<file path="src/rtl/mem_responder.sv">
`default_nettype none
// ============================================================================
// Module   : mem_responder
// Purpose  : Word-addressed memory slave for a simple accumulator controller.
//            It handles level-held rd/wr strobes with an optional number of
//            wait states, a program-preload write port, and a sticky
//            protocol-error flag.
// Ports    : clk        - rising-edge clock
//            rst        - asynchronous, active-low reset
//            addr       - access address (latched at access start)
//            rd, wr     - level-held read / write strobes
//            data_e     - controller drives data_in (sampled at write time)
//            data_in    - write data
//            data_out   - registered read data, valid while data_oe=1
//            data_oe    - responder owns the data bus
//            ready      - access complete (level for reads, pulse for writes)
//            load_en, load_addr, load_data - preload write port (idle only)
//            err        - sticky protocol error, cleared only by reset
// Revision : 1.0 - initial release
// ============================================================================
module mem_responder #(
  parameter int AW          = 5,
  parameter int DW          = 8,
  parameter int WAIT_STATES = 0
) (
  input  logic          clk,
  input  logic          rst,
  input  logic [AW-1:0] addr,
  input  logic          rd,
  input  logic          wr,
  input  logic          data_e,
  input  logic [DW-1:0] data_in,
  output logic [DW-1:0] data_out,
  output logic          data_oe,
  output logic          ready,
  input  logic          load_en,
  input  logic [AW-1:0] load_addr,
  input  logic [DW-1:0] load_data,
  output logic          err
);

  localparam logic [2:0] c_st_idle     = 3'd0;
  localparam logic [2:0] c_st_rd_wait  = 3'd1;
  localparam logic [2:0] c_st_rd_drive = 3'd2;
  localparam logic [2:0] c_st_wr_wait  = 3'd3;
  localparam logic [2:0] c_st_wr_done  = 3'd4;

  localparam int         c_depth   = 1 << AW;
  localparam bit         c_no_wait = (WAIT_STATES == 0);
  // The wait counter is loaded with WAIT_STATES-1 and the access completes
  // on the edge where it reads zero, so the wait state lasts exactly
  // WAIT_STATES cycles.
  localparam logic [2:0] c_ws_m1   = (WAIT_STATES > 0) ? 3'(WAIT_STATES - 1) : 3'd0;

  logic [DW-1:0] r_mem [c_depth];

  logic [2:0]    r_state;
  logic [2:0]    r_cnt;
  logic [AW-1:0] r_addr;
  logic [DW-1:0] r_data_out;
  logic          r_data_oe;
  logic          r_ready;
  logic          r_err;

  logic          w_idle_quiet;
  logic          w_load_ok;
  logic          w_wr_sample;
  logic          w_mem_we;
  logic [AW-1:0] w_mem_waddr;
  logic [DW-1:0] w_mem_wdata;

  // Preload is accepted only in IDLE with both strobes low.
  assign w_idle_quiet = (r_state == c_st_idle) && !rd && !wr;
  assign w_load_ok    = load_en && w_idle_quiet;

  // Edge at which data_e is sampled: directly from IDLE with no wait states,
  // otherwise the last WR_WAIT cycle.
  assign w_wr_sample  = ((r_state == c_st_idle) && wr && !rd && c_no_wait) ||
                        ((r_state == c_st_wr_wait) && (r_cnt == 3'd0));

  // Gating with rst keeps a reset edge from committing a half-finished write.
  assign w_mem_we     = rst && (w_load_ok || (w_wr_sample && data_e));
  assign w_mem_waddr  = w_load_ok ? load_addr :
                        ((r_state == c_st_idle) ? addr : r_addr);
  assign w_mem_wdata  = w_load_ok ? load_data : data_in;

  // Storage has no reset so contents survive rst.
  always_ff @(posedge clk) begin
    if (w_mem_we) begin
      r_mem[w_mem_waddr] <= w_mem_wdata;
    end
  end

  always_ff @(posedge clk or negedge rst) begin
    if (!rst) begin
      r_state    <= c_st_idle;
      r_cnt      <= 3'd0;
      r_addr     <= '0;
      r_data_out <= '0;
      r_data_oe  <= 1'b0;
      r_ready    <= 1'b0;
      r_err      <= 1'b0;
    end else begin
      r_data_oe <= 1'b0;
      r_ready   <= 1'b0;

      if ((rd && wr) || (load_en && !w_idle_quiet)) begin
        r_err <= 1'b1;
      end

      case (r_state)
        c_st_idle: begin
          if (rd && !wr) begin
            r_addr <= addr;
            if (c_no_wait) begin
              // Read straight from the incoming address so data is valid
              // in the very first RD_DRIVE cycle.
              r_state    <= c_st_rd_drive;
              r_data_out <= r_mem[addr];
              r_data_oe  <= 1'b1;
              r_ready    <= 1'b1;
            end else begin
              r_state <= c_st_rd_wait;
              r_cnt   <= c_ws_m1;
            end
          end else if (wr && !rd) begin
            r_addr <= addr;
            if (c_no_wait) begin
              r_state <= c_st_wr_done;
              if (data_e) begin
                r_ready <= 1'b1;
              end else begin
                r_err <= 1'b1;
              end
            end else begin
              r_state <= c_st_wr_wait;
              r_cnt   <= c_ws_m1;
            end
          end
        end

        c_st_rd_wait: begin
          if (r_cnt == 3'd0) begin
            r_state    <= c_st_rd_drive;
            r_data_out <= r_mem[r_addr];
            r_data_oe  <= 1'b1;
            r_ready    <= 1'b1;
          end else begin
            r_cnt <= r_cnt - 3'd1;
          end
        end

        c_st_rd_drive: begin
          if (rd) begin
            r_data_out <= r_mem[r_addr];
            r_data_oe  <= 1'b1;
            r_ready    <= 1'b1;
          end else begin
            r_state <= c_st_idle;
          end
        end

        c_st_wr_wait: begin
          if (r_cnt == 3'd0) begin
            r_state <= c_st_wr_done;
            if (data_e) begin
              r_ready <= 1'b1;
            end else begin
              r_err <= 1'b1;
            end
          end else begin
            r_cnt <= r_cnt - 3'd1;
          end
        end

        c_st_wr_done: begin
          // Stay here for the rest of the wr pulse: one write per pulse.
          if (!wr) begin
            r_state <= c_st_idle;
          end
        end

        default: begin
          r_state <= c_st_idle;
        end
      endcase
    end
  end

  assign data_out = r_data_out;
  assign data_oe  = r_data_oe;
  assign ready    = r_ready;
  assign err      = r_err;

endmodule
`default_nettype wire
</file>
<file path="config.mk">
export PLATFORM = sky130hd
export DESIGN_NAME = mem_responder
export DESIGN_NICKNAME = d
export VERILOG_FILES = /design/src/rtl/mem_responder.sv
export SDC_FILE = /design/constraint.sdc
export NUM_CORES = 1
export LEC_CHECK = 0
export CORE_ASPECT_RATIO = 1.4
export CORE_MARGIN = 1
export CORE_UTILIZATION = 45
export CTS_BUF_LIST = sky130_fd_sc_hd__clkbuf_4 sky130_fd_sc_hd__clkbuf_8
export CTS_CLUSTER_DIAMETER = 40
export DETAILED_ROUTE_END_ITERATION = 10
export PLACE_DENSITY = 0.69
export SYNTH_ARGS = -nofsm -noshare
export SYNTH_HDL_FRONTEND = slang
export SYNTH_SLANG_ARGS = --single-unit
</file>
<file path="constraint.sdc">
create_clock -name clk -period 2.6 [get_ports clk]
set_input_delay 0.26 -clock clk [delete_from_list [all_inputs] [get_ports clk]]
set_output_delay 0.26 -clock clk [all_outputs]
set_load 0.005 [all_outputs]
</file>
==> impl_metrics.py <==
metrics = {
    "status": {
        "status": "complete, no violations",
    },
    "sta": {
        "timing.slew.headroom_pct": 43.81,
        "setup_viol": 0,
        "drv_slew": 0,
        "rsz0062_at_grt": "no",
        "max_freq_ghz": 0.4030,
        "fin_crit_sh_pct": 95.44,
        "fin_crit_ns": 2.481,
        "layout_setup_ws_ns": 0.1185,
        "finalClockSkew_ns": 0.01611,
        "hold_viol": 0,
        "worst_slew_pin_slew_ns": 0.8428,
    },
    "power": {
        "max-vdd-ir-drop_mv": 0.2979,
        "swShare_pct": 27.22,
        "powerDensity_nw_per_um2": 758.6,
        "finalPower_mw": 11.55,
        "p_int_mw": 8.406,
        "power_switching_mw": 3.144,
        "pwr-share-comb_pct": 22.2,
        "p_seq_share_pct": 44.7,
        "clock_power_share_pct": 33.0,
        "p_leak_nw": 5.004,
    },
    "placement": {
        "dp_cells": 1124,
        "portBuffers": 42,
        "hpwl_mm": 24.82,
        "gp_congestion": 0.9164,
        "placed_area_um2": 14320,
        "place_ws_ns": -0.1642,
    },
    "global_routing": {
        "grt_pass1_wl_mm": 52.33,
        "overflow": 0,
        "first_global_vias": 8087,
        "grt_usage_pct": 24.77,
        "grt_start_max_net_pins": 50,
        "antenna_found_initial": 0,
    },
    "setup_path": {
        "worstSetupStartpointType": "flop",
        "setup.worst_path.class": "reg2reg",
        "worstSetupStartpoint": "r_state[1]",
        "arrival_ns": 2.74,
        "cp_max_fo": 8,
        "r2r_start": "r_state[1]",
        "end_kind": "flop",
        "required_ns": 2.86,
    },
    "synth": {
        "ys_seq_area_share_pct": 62.65,
        "mappedNetlistNets": 711,
        "synthDistinctLibCells": 40,
        "synthFlopType": "edfxtp_1",
        "ys_warn_count": 0,
        "synth.area.top_cells": "edfxtp_1 59%, mux4_2 24%, dfrtp_1 3.5%, mux2i_1 1.9%, mux2_2 1.9%",
        "synth.most_common_cell": "edfxtp_1",
        "postSynth.asyncResetShare_pct": 6.569,
        "synth_seq_cells": 274,
        "yosysTopAreaCellShare_pct": 59.19,
        "synth_edf_count": 256,
        "netlist_instances": 676,
        "syn-cell-area_um2": 12990,
        "synth_top_cell_by_area": "edfxtp_1",
        "ys_top_cells_by_count": "256 x edfxtp_1, 139 x mux4_2, 33 x nor3_1",
        "syn_avg_cell_area_um2": 19.21,
    },
    "routing": {
        "drt_iter0_drc": 719,
        "drtAntennaViolNets": 0,
        "wl_met2_mm": 18.96,
        "drcViolationCount": 0,
        "met3WireLength_mm": 1.839,
        "routed_wl_mm": 34.85,
        "wl_met1_mm": 11.83,
        "drtPass1Iterations": 5,
        "vias": 7478,
        "avgViaCountPerCell": 6.247,
        "highest_layer": "met4",
        "wire_per_inst_um": 29.12,
    },
    "clock_network": {
        "htreeDepth": 2,
        "worstSkewPairLatency_ns": 0.56,
        "cts_buffers": 41,
        "ctsHoldBuffers": 0,
        "cts-root-buf": "clkbuf_8",
        "clk_pin_slew_worst_paths_ns": 0.07,
        "cts_num_sinks": 274,
        "cts_tree": "yes",
        "cts_buffer_depth": 3,
    },
    "die": {
        "die-width_um": 145.6,
        "die_area_um2": 29560,
        "fp.dieH_um": 203.0,
        "pin_count": 43,
        "start_util_pct": 45.73,
        "num_rows": 73,
        "design.core.area_um2": 28410,
    },
    "hold_path": {
        "hp-class": "in2async",
    },
    "finish": {
        "final_area_um2": 15230,
        "antenna_cells": 0,
        "area_growth_pct": 17.22,
        "register_area_um2": 8143,
        "fin_cells": 1197,
        "drive_gt1_share_pct": 38.93,
        "nets": 827,
        "n_fill_cell": 2147,
        "multiInputGateArea_um2": 4621,
    },
    "run": {
        "cap_violations": 0,
    },
}
[repair_timing]
item                                    CTS  global route
endpoints found under the hold margin     0             0
resized for setup                         0             4
buffers inserted                          0             0
endpoints found under the setup margin    0           170
[critical path, stage by stage, from the launching register on]
cell and delay (ns):
dfrtp_1 0.46, nor2_4 0.27, buf_4 0.20, and4_1 0.45, nand3_1 0.17, buf_4 0.22
nor3_1 0.20, buf_4 0.21
[registers in the layout, summed over array words and instances (netlist names)]
name and cells:
data_out 8, ready 1, data_oe 1, r_addr 5, err 1, r_state 2
r_mem 256
[stage by stage]
stage                     hold slack, ns  setup TNS (ns)  util (%)
after floorplan                 -0.03559          -3.195         -
after global placement            0.4792          -16.27     50.41
after detailed placement          0.5112          -24.32     50.41
after CTS                        0.05520               0     53.53
after global routing             0.06226               0     53.60
final                            0.08057               0     53.60
[cells by family (layout without fill, tap and decap cells)]
group	count (synthesis)	in the layout	synth area share, %
AO/OA/AOI/OAI	52	52	2.774
flip-flops	274	274	62.65
AND/OR/NAND/NOR	107	107	4.335
buffers and inverters	54	200	2.013
multiplexers	186	186	27.94
adder cells (fa/ha/maj)	3	3	0.2890
[layout by cell type (no fill, tap or decap), types with 15 or more instances in the layout]
master and n:
a22oi_1 17, buf_4 75, clkbuf_8 43, clkdlybuf4s50_1 40
dfrtp_1 16, edfxtp_1 256, mux2_2 22, mux2i_1 23
mux4_2 139, nand2_1 19, nor2_1 15, nor3_1 31
[layer usage]
metal  GRT usage, %  vias to the layer above
li1               -                     3130
met1          27.25                     3904
met2          45.02                      349
met3          3.708                       95
met4          15.26                        0
met5              0                        -
[final timing paths]
| check | slack (ns) | cells after the start | to |
|---|---|---|---|
| worst max-delay path | 0.12 | 7 | r_mem[27][3] |
| worst min-delay path | 0.08 | 2 | err |
| worst max register to register | 0.12 | 7 | r_mem[27][3] |
| worst min register to register | 0.54 | 2 | err |
| max in group asynchronous | 2.28 | 2 | r_addr[0] |
| min in group clk | 0.32 | 3 | r_addr[0] |
[power groups by stage]
stage	Clock [mW]	Sequential [mW]	Combinational, mW
after detailed placement	0	5.26	2.55
after global routing	4.06	5.18	2.70
after floorplan	0	5.10	1.65
after CTS	3.88	5.16	2.56
after global placement	0	5.25	2.51
final	3.81	5.17	2.57
[final cells by class]
| cell class | instances | area share, % |
|---|---|---|
| Sequential cell | 274 | 53.48 |
| Tap cell | 375 | 3.082 |
| Timing Repair Buffer | 122 | 7.149 |
| Clock buffer | 52 | 4.331 |
| Clock inverter | 21 | 1.487 |
| Multi-Input combinational cell | 348 | 30.35 |
| Inverter | 5 | 0.1233 |
Note: power is estimated with default switching activity, not from simulation.
